### src/rtl/uart_cmd_pkg.sv
`default_nettype none
// ============================================================================
// Module      : uart_cmd_pkg
// Description : Shared states, error codes and defaults for the UART command
//               frame controller.
// Revision    : 1.0 - initial release
// ============================================================================
package uart_cmd_pkg;

    typedef enum logic [1:0] {
        S_IDLE = 2'd0,
        S_ADDR = 2'd1,
        S_DATA = 2'd2,
        S_CHK  = 2'd3
    } state_t;

    localparam logic [1:0] ERR_CHK  = 2'b01;
    localparam logic [1:0] ERR_ADDR = 2'b10;
    localparam logic [1:0] ERR_TOUT = 2'b11;

    localparam logic [7:0] c_sync_default = 8'hAA;

endpackage
`default_nettype wire

### src/rtl/uart_cmd_timeout.sv
`default_nettype none
// ============================================================================
// Module      : uart_cmd_timeout
// Description : Loadable down-counter; o_tc is high once T_CYC-1 enabled
//               cycles have elapsed since the last load.
// Revision    : 1.0 - initial release
// ============================================================================
module uart_cmd_timeout #(
    parameter int T_CYC = 12000
) (
    input  logic clk,
    input  logic rst,
    input  logic i_load,
    input  logic i_en,
    output logic o_tc
);

    localparam int                 c_width = $clog2(T_CYC + 1);
    localparam logic [c_width-1:0] c_load  = c_width'(T_CYC - 1);

    logic [c_width-1:0] r_cnt;

    // Holds at zero so a terminal count is never skipped by wrap-around.
    always_ff @(posedge clk) begin
        if (rst) begin
            r_cnt <= '0;
        end else if (i_load) begin
            r_cnt <= c_load;
        end else if (i_en && (r_cnt != '0)) begin
            r_cnt <= r_cnt - 1'b1;
        end
    end

    assign o_tc = (r_cnt == '0);

endmodule
`default_nettype wire

### src/rtl/uart_cmd_ctrl.sv
`default_nettype none
// ============================================================================
// Module      : uart_cmd_ctrl
// Description : Sequences received bytes through SYNC/ADDR/DATA/CHK frames and
//               writes DATA into a small configuration register bank.
// Revision    : 1.0 - initial release
// ============================================================================
module uart_cmd_ctrl
    import uart_cmd_pkg::*;
#(
    parameter int         G_FREQ_CLK   = 12000000,
    parameter int         G_TIMEOUT_US = 1000,
    parameter int         G_NREGS      = 4,
    parameter logic [7:0] G_SYNC       = c_sync_default
) (
    input  logic                   clk,
    input  logic                   rst,
    input  logic                   dat_ready,
    input  logic [7:0]             dat_i,
    output logic [8*G_NREGS-1:0]   regs_o,
    output logic                   wr_stb,
    output logic [3:0]             wr_addr,
    output logic [7:0]             wr_data,
    output logic                   err_stb,
    output logic [1:0]             err_code,
    output logic                   busy,
    output logic [7:0]             frame_cnt
);

    localparam int c_t_cyc = (G_FREQ_CLK / 1000000) * G_TIMEOUT_US;

    state_t     r_state;
    logic [7:0] r_addr;
    logic [7:0] r_data;
    logic [7:0] r_bank [G_NREGS];
    logic       r_wr_stb;
    logic [3:0] r_wr_addr;
    logic [7:0] r_wr_data;
    logic       r_err_stb;
    logic [1:0] r_err_code;
    logic [7:0] r_frame_cnt;

    logic w_tc;
    logic w_tout;
    logic w_sum_ok;
    logic w_addr_ok;

    uart_cmd_timeout #(
        .T_CYC (c_t_cyc)
    ) u_timeout (
        .clk    (clk),
        .rst    (rst),
        .i_load (dat_ready),
        .i_en   (r_state != S_IDLE),
        .o_tc   (w_tc)
    );

    // A byte arriving on the terminal-count cycle takes precedence.
    assign w_tout    = w_tc && (r_state != S_IDLE) && !dat_ready;
    assign w_sum_ok  = (dat_i == (r_addr ^ r_data));
    assign w_addr_ok = ({24'd0, r_addr} < 32'(G_NREGS));

    always_ff @(posedge clk) begin
        if (rst) begin
            r_state     <= S_IDLE;
            r_addr      <= '0;
            r_data      <= '0;
            r_wr_stb    <= 1'b0;
            r_wr_addr   <= '0;
            r_wr_data   <= '0;
            r_err_stb   <= 1'b0;
            r_err_code  <= '0;
            r_frame_cnt <= '0;
            for (int k = 0; k < G_NREGS; k++) begin
                r_bank[k] <= '0;
            end
        end else begin
            r_wr_stb  <= 1'b0;
            r_err_stb <= 1'b0;
            if (w_tout) begin
                r_err_stb  <= 1'b1;
                r_err_code <= ERR_TOUT;
                r_state    <= S_IDLE;
            end else begin
                case (r_state)
                    S_IDLE: begin
                        if (dat_ready && (dat_i == G_SYNC)) begin
                            r_state <= S_ADDR;
                        end
                    end
                    S_ADDR: begin
                        if (dat_ready) begin
                            r_addr  <= dat_i;
                            r_state <= S_DATA;
                        end
                    end
                    S_DATA: begin
                        if (dat_ready) begin
                            r_data  <= dat_i;
                            r_state <= S_CHK;
                        end
                    end
                    S_CHK: begin
                        if (dat_ready) begin
                            r_state <= S_IDLE;
                            if (!w_sum_ok) begin
                                r_err_stb  <= 1'b1;
                                r_err_code <= ERR_CHK;
                            end else if (!w_addr_ok) begin
                                r_err_stb  <= 1'b1;
                                r_err_code <= ERR_ADDR;
                            end else begin
                                r_wr_stb    <= 1'b1;
                                r_wr_addr   <= r_addr[3:0];
                                r_wr_data   <= r_data;
                                r_frame_cnt <= r_frame_cnt + 8'd1;
                                for (int k = 0; k < G_NREGS; k++) begin
                                    if (r_addr == 8'(k)) begin
                                        r_bank[k] <= r_data;
                                    end
                                end
                            end
                        end
                    end
                    default: r_state <= S_IDLE;
                endcase
            end
        end
    end

    for (genvar k = 0; k < G_NREGS; k++) begin : g_pack
        assign regs_o[8*k +: 8] = r_bank[k];
    end

    assign wr_stb    = r_wr_stb;
    assign wr_addr   = r_wr_addr;
    assign wr_data   = r_wr_data;
    assign err_stb   = r_err_stb;
    assign err_code  = r_err_code;
    assign busy      = (r_state != S_IDLE);
    assign frame_cnt = r_frame_cnt;

endmodule
`default_nettype wire

### config.mk
export PLATFORM = sky130hd
export DESIGN_NAME = uart_cmd_ctrl
export DESIGN_NICKNAME = d
export VERILOG_FILES = /design/src/rtl/uart_cmd_pkg.sv /design/src/rtl/uart_cmd_timeout.sv /design/src/rtl/uart_cmd_ctrl.sv
export SDC_FILE = /design/constraint.sdc
export NUM_CORES = 1
export LEC_CHECK = 0
export ABC_CLOCK_PERIOD_IN_PS = 2700
export BUFFER_PORTS_ARGS = -buffer_cell sky130_fd_sc_hd__buf_2
export CORE_ASPECT_RATIO = 1.5
export CORE_MARGIN = 4
export CORE_UTILIZATION = 59
export CTS_BUF_LIST = sky130_fd_sc_hd__clkbuf_4 sky130_fd_sc_hd__clkbuf_8
export CTS_CLUSTER_SIZE = 20
export DETAILED_ROUTE_END_ITERATION = 10
export PLACE_DENSITY = 0.83
export REMOVE_ABC_BUFFERS = 1
export SLEW_MARGIN = 20
export SYNTH_ARGS = -nofsm -noshare
export SYNTH_HDL_FRONTEND = slang
export SYNTH_HIERARCHICAL = 1
export SYNTH_SLANG_ARGS = --single-unit
### constraint.sdc
create_clock -name clk -period 2.7 [get_ports clk]
set_input_delay 0.405 -clock clk [delete_from_list [all_inputs] [get_ports clk]]
set_output_delay 0.405 -clock clk [all_outputs]
set_load 0.01 [all_outputs]
==> out/results.tsv <==
metric	value	unit
H-tree lvl count	3	
Startpoint Class	register	
Die W	77.50	microns
first-pass GRT wire length	15270	microns
Port Buffers	67	
R2R Setup Slk	460	ps
total power	2813	uW
Reg clk slew, reported paths	80	ps
VDD IR max	327.5	uV
first-pass iteration count of the detailed router	4	
Unique masters post-synth	51	
Total Routed Length	9226	microns
Syn Inst Count	416	
Crit Reg-Reg Startpoint	r_addr[3]	
pin count of the biggest net entering global routing	40	
slew margin rel.	58.11	%
row count	37	
part of the Yosys area used for sequential elements	48.71	%
Yosys top cell by area	dfxtp_1	
commonest non-fill, non-tap cells in the layout	67 x buf_2, 56 x dfxtp_1, 32 x edfxtp_1	
Synth Area per Inst	10.27	sq um
combinational group share of total power	13.2	%
minimum clock period after layout	2245	ps
mapped cell area	4274	sq um
wire per inst	16.24	microns
RSZ-0062 raised after global routing	false	
setup repair bufs after CTS	0	
CP Data Required Time	2720	ps
initial antenna violation count	0	
Post-synth EDFFs	32	
Vias	3391	
vias in the first global route	3252	
commonest non-fill, non-tap cell in the layout	buf_2	
Max Buffers Root-to-Sink	2	
Sw Share	25.20	%
Via density	5.970	
Max Freq	445.5	MHz
DRT iter0 DRCs	202	
Synth top area share	26.23	%
CORE AREA	6944	sq um
setup TNS	0	ps
final period utilization	83.14	%
kind of critical path	register to register	
Cell Int Power	2104	uW
HP Start	dat_i[3]	
Worst setup EP type	register	
pwr dens	567.8	nW/um^2
later-pin clock latency in the skew report	360	ps
number of max-cap violations	0	
flops & latches, synth	88	
Reg-to-Reg End	r_bank[1][5]	
Final Skew	5.974	ps
final setup fails	0	
post-route antenna net violation count	0	
layout cells sized above 1	24.69	%
top_reg_cell synth	dfxtp_1	
Placer Congestion	0.8860	
Hold Path Sink	r_addr[3]	
Final Hold Viols	0	
DRC violations left	0	
Total GRT Usage	22.13	%
Final Net Count	503	
WHS Path Cells	3	
top post-synthesis cells by area	dfxtp_1 26%, edfxtp_1 22%, xnor3_1 4.2%, a21oi_1 3.2%, mux2i_1 2.8%	
clock power share	35.0	%
dpl cells	553	
Pleak	0.001953	uW
Worst Hold Class	input port to register	
sequential power share	51.8	%
CTS Buf Count	9	
n_diodes	0	
fin util	71.35	%
filler instances	510	
NetSw	709.0	uW
# IOs	68	
post-route insts no fill	568	
final HPWL from detailed placement	6563	microns
gr ovfl total	0	
crit path launch	r_addr[3]	
TritonCTS clock tree	done	
Die ar.	8698	sq um
starting density of the core	61.55	%
Slew Viols, Final	0	
data arrival time of the critical path	2270	ps
Die Height	112.2	microns
Post-CTS Hold Fix Bufs	0	
clock root cell	clkbuf_8	
status	completed	
area grow syn2layout	15.93	%
post-cts gate resize count	0	
actual slew at the worst max-slew pin	619.9	ps
CP max FO	37	
Ys Warns	6	
Clock Sinks	88	
R2R depth	6	
ys async rst share	0	%
-- flip-flops by register name, indices dropped and copies added (netlist names) --
signal           flops
wr_stb               1
r_bank              32
r_state              2
wr_data              8
err_code             2
u_timeout/r_cnt     14
r_data               8
frame_cnt            8
r_addr               8
wr_addr              4
err_stb              1
-- Yosys cell counts (all sizes together) (7+ instances only) --
cell type  number
and4           11
mux2i          12
nor2           24
nand2b         19
a21oi          27
nor3           15
nor4b           7
edfxtp         32
nand4          11
xnor3           8
nor4           18
clkbuf         20
nand2          27
dfxtp          56
nor2b           9
mux2            7
inv            16
nand3          22
-- worst max-delay path: stages, from the launching register on --
cell and delay (ps):
dfxtp_1 340, nor4_1 350, buf_4 190, nand3_1 140, nor3_2 260, buf_12 230
a21o_1 370
-- area by class of cell --
class	count	area (sq um)	area share (%)
repair buffers	85	483.0	9.747
clock inverters	5	81.33	1.641
clock buffers	10	137.6	2.778
flip-flops and latches	88	2082	42.02
well taps	78	97.59	1.970
inverters	17	63.81	1.288
multi-input cells	285	2009	40.56
-- cells by family after synthesis --
family,Yosys count,share of synthesized area [%]
flip-flops,88,48.71
multiplexers,19,4.655
adder cells (fa/ha/maj),6,1.756
AND/OR/NAND/NOR,197,28.28
XOR/XNOR,11,4.830
buffers and inverters,43,4.391
AO/OA/AOI/OAI,52,7.377
-- routing by layer --
layer	vias up	part of all wire [%]	GRT usage [%]	routed length, microns
met1	1613	39	24.71	3629
met3	17	5.0	2.889	463
met4	0	2.7	12.95	246
met2	99	53	39.76	4887
li1	1662	-	-	-
met5	-	0	0	0
-- metrics by stage --
step / setup WS (ps) / area [sq um] / hold WS (ps)
after floorplan: -1457 / 4150 / 443.9
after global placement: 564.5 / 4736 / 462.2
after detailed placement: 496.0 / 4736 / 465.1
after CTS: 473.1 / 4955 / 316.0
after global routing: 272.8 / 4955 / 332.8
final: 455.2 / 4955 / 332.1
-- power by group through the flow --
| stage | sequential [uW] | clock [uW] | combinational (uW) |
|---|---|---|---|
| 2_1_floorplan | 1490 | 0 | 219 |
| 5_1_grt | 1460 | 1050 | 416 |
| 3_3_place_gp | 1480 | 0 | 357 |
| 4_1_cts | 1460 | 1000 | 371 |
| 6_report | 1460 | 984 | 373 |
| 3_5_place_dp | 1490 | 0 | 368 |
-- worst max-delay path by stage --
stage	end	slack, ps	depth (start not counted)
2_1_floorplan	r_bank[0][0]	-1460	4
3_3_place_gp	r_bank[1][3]	560	6
3_5_place_dp	r_bank[1][3]	500	6
4_1_cts	r_bank[1][0]	470	6
5_1_grt	u_timeout/r_cnt[11]	270	7
6_report	r_bank[1][5]	460	6
Note: power is estimated with default switching activity, not from simulation.
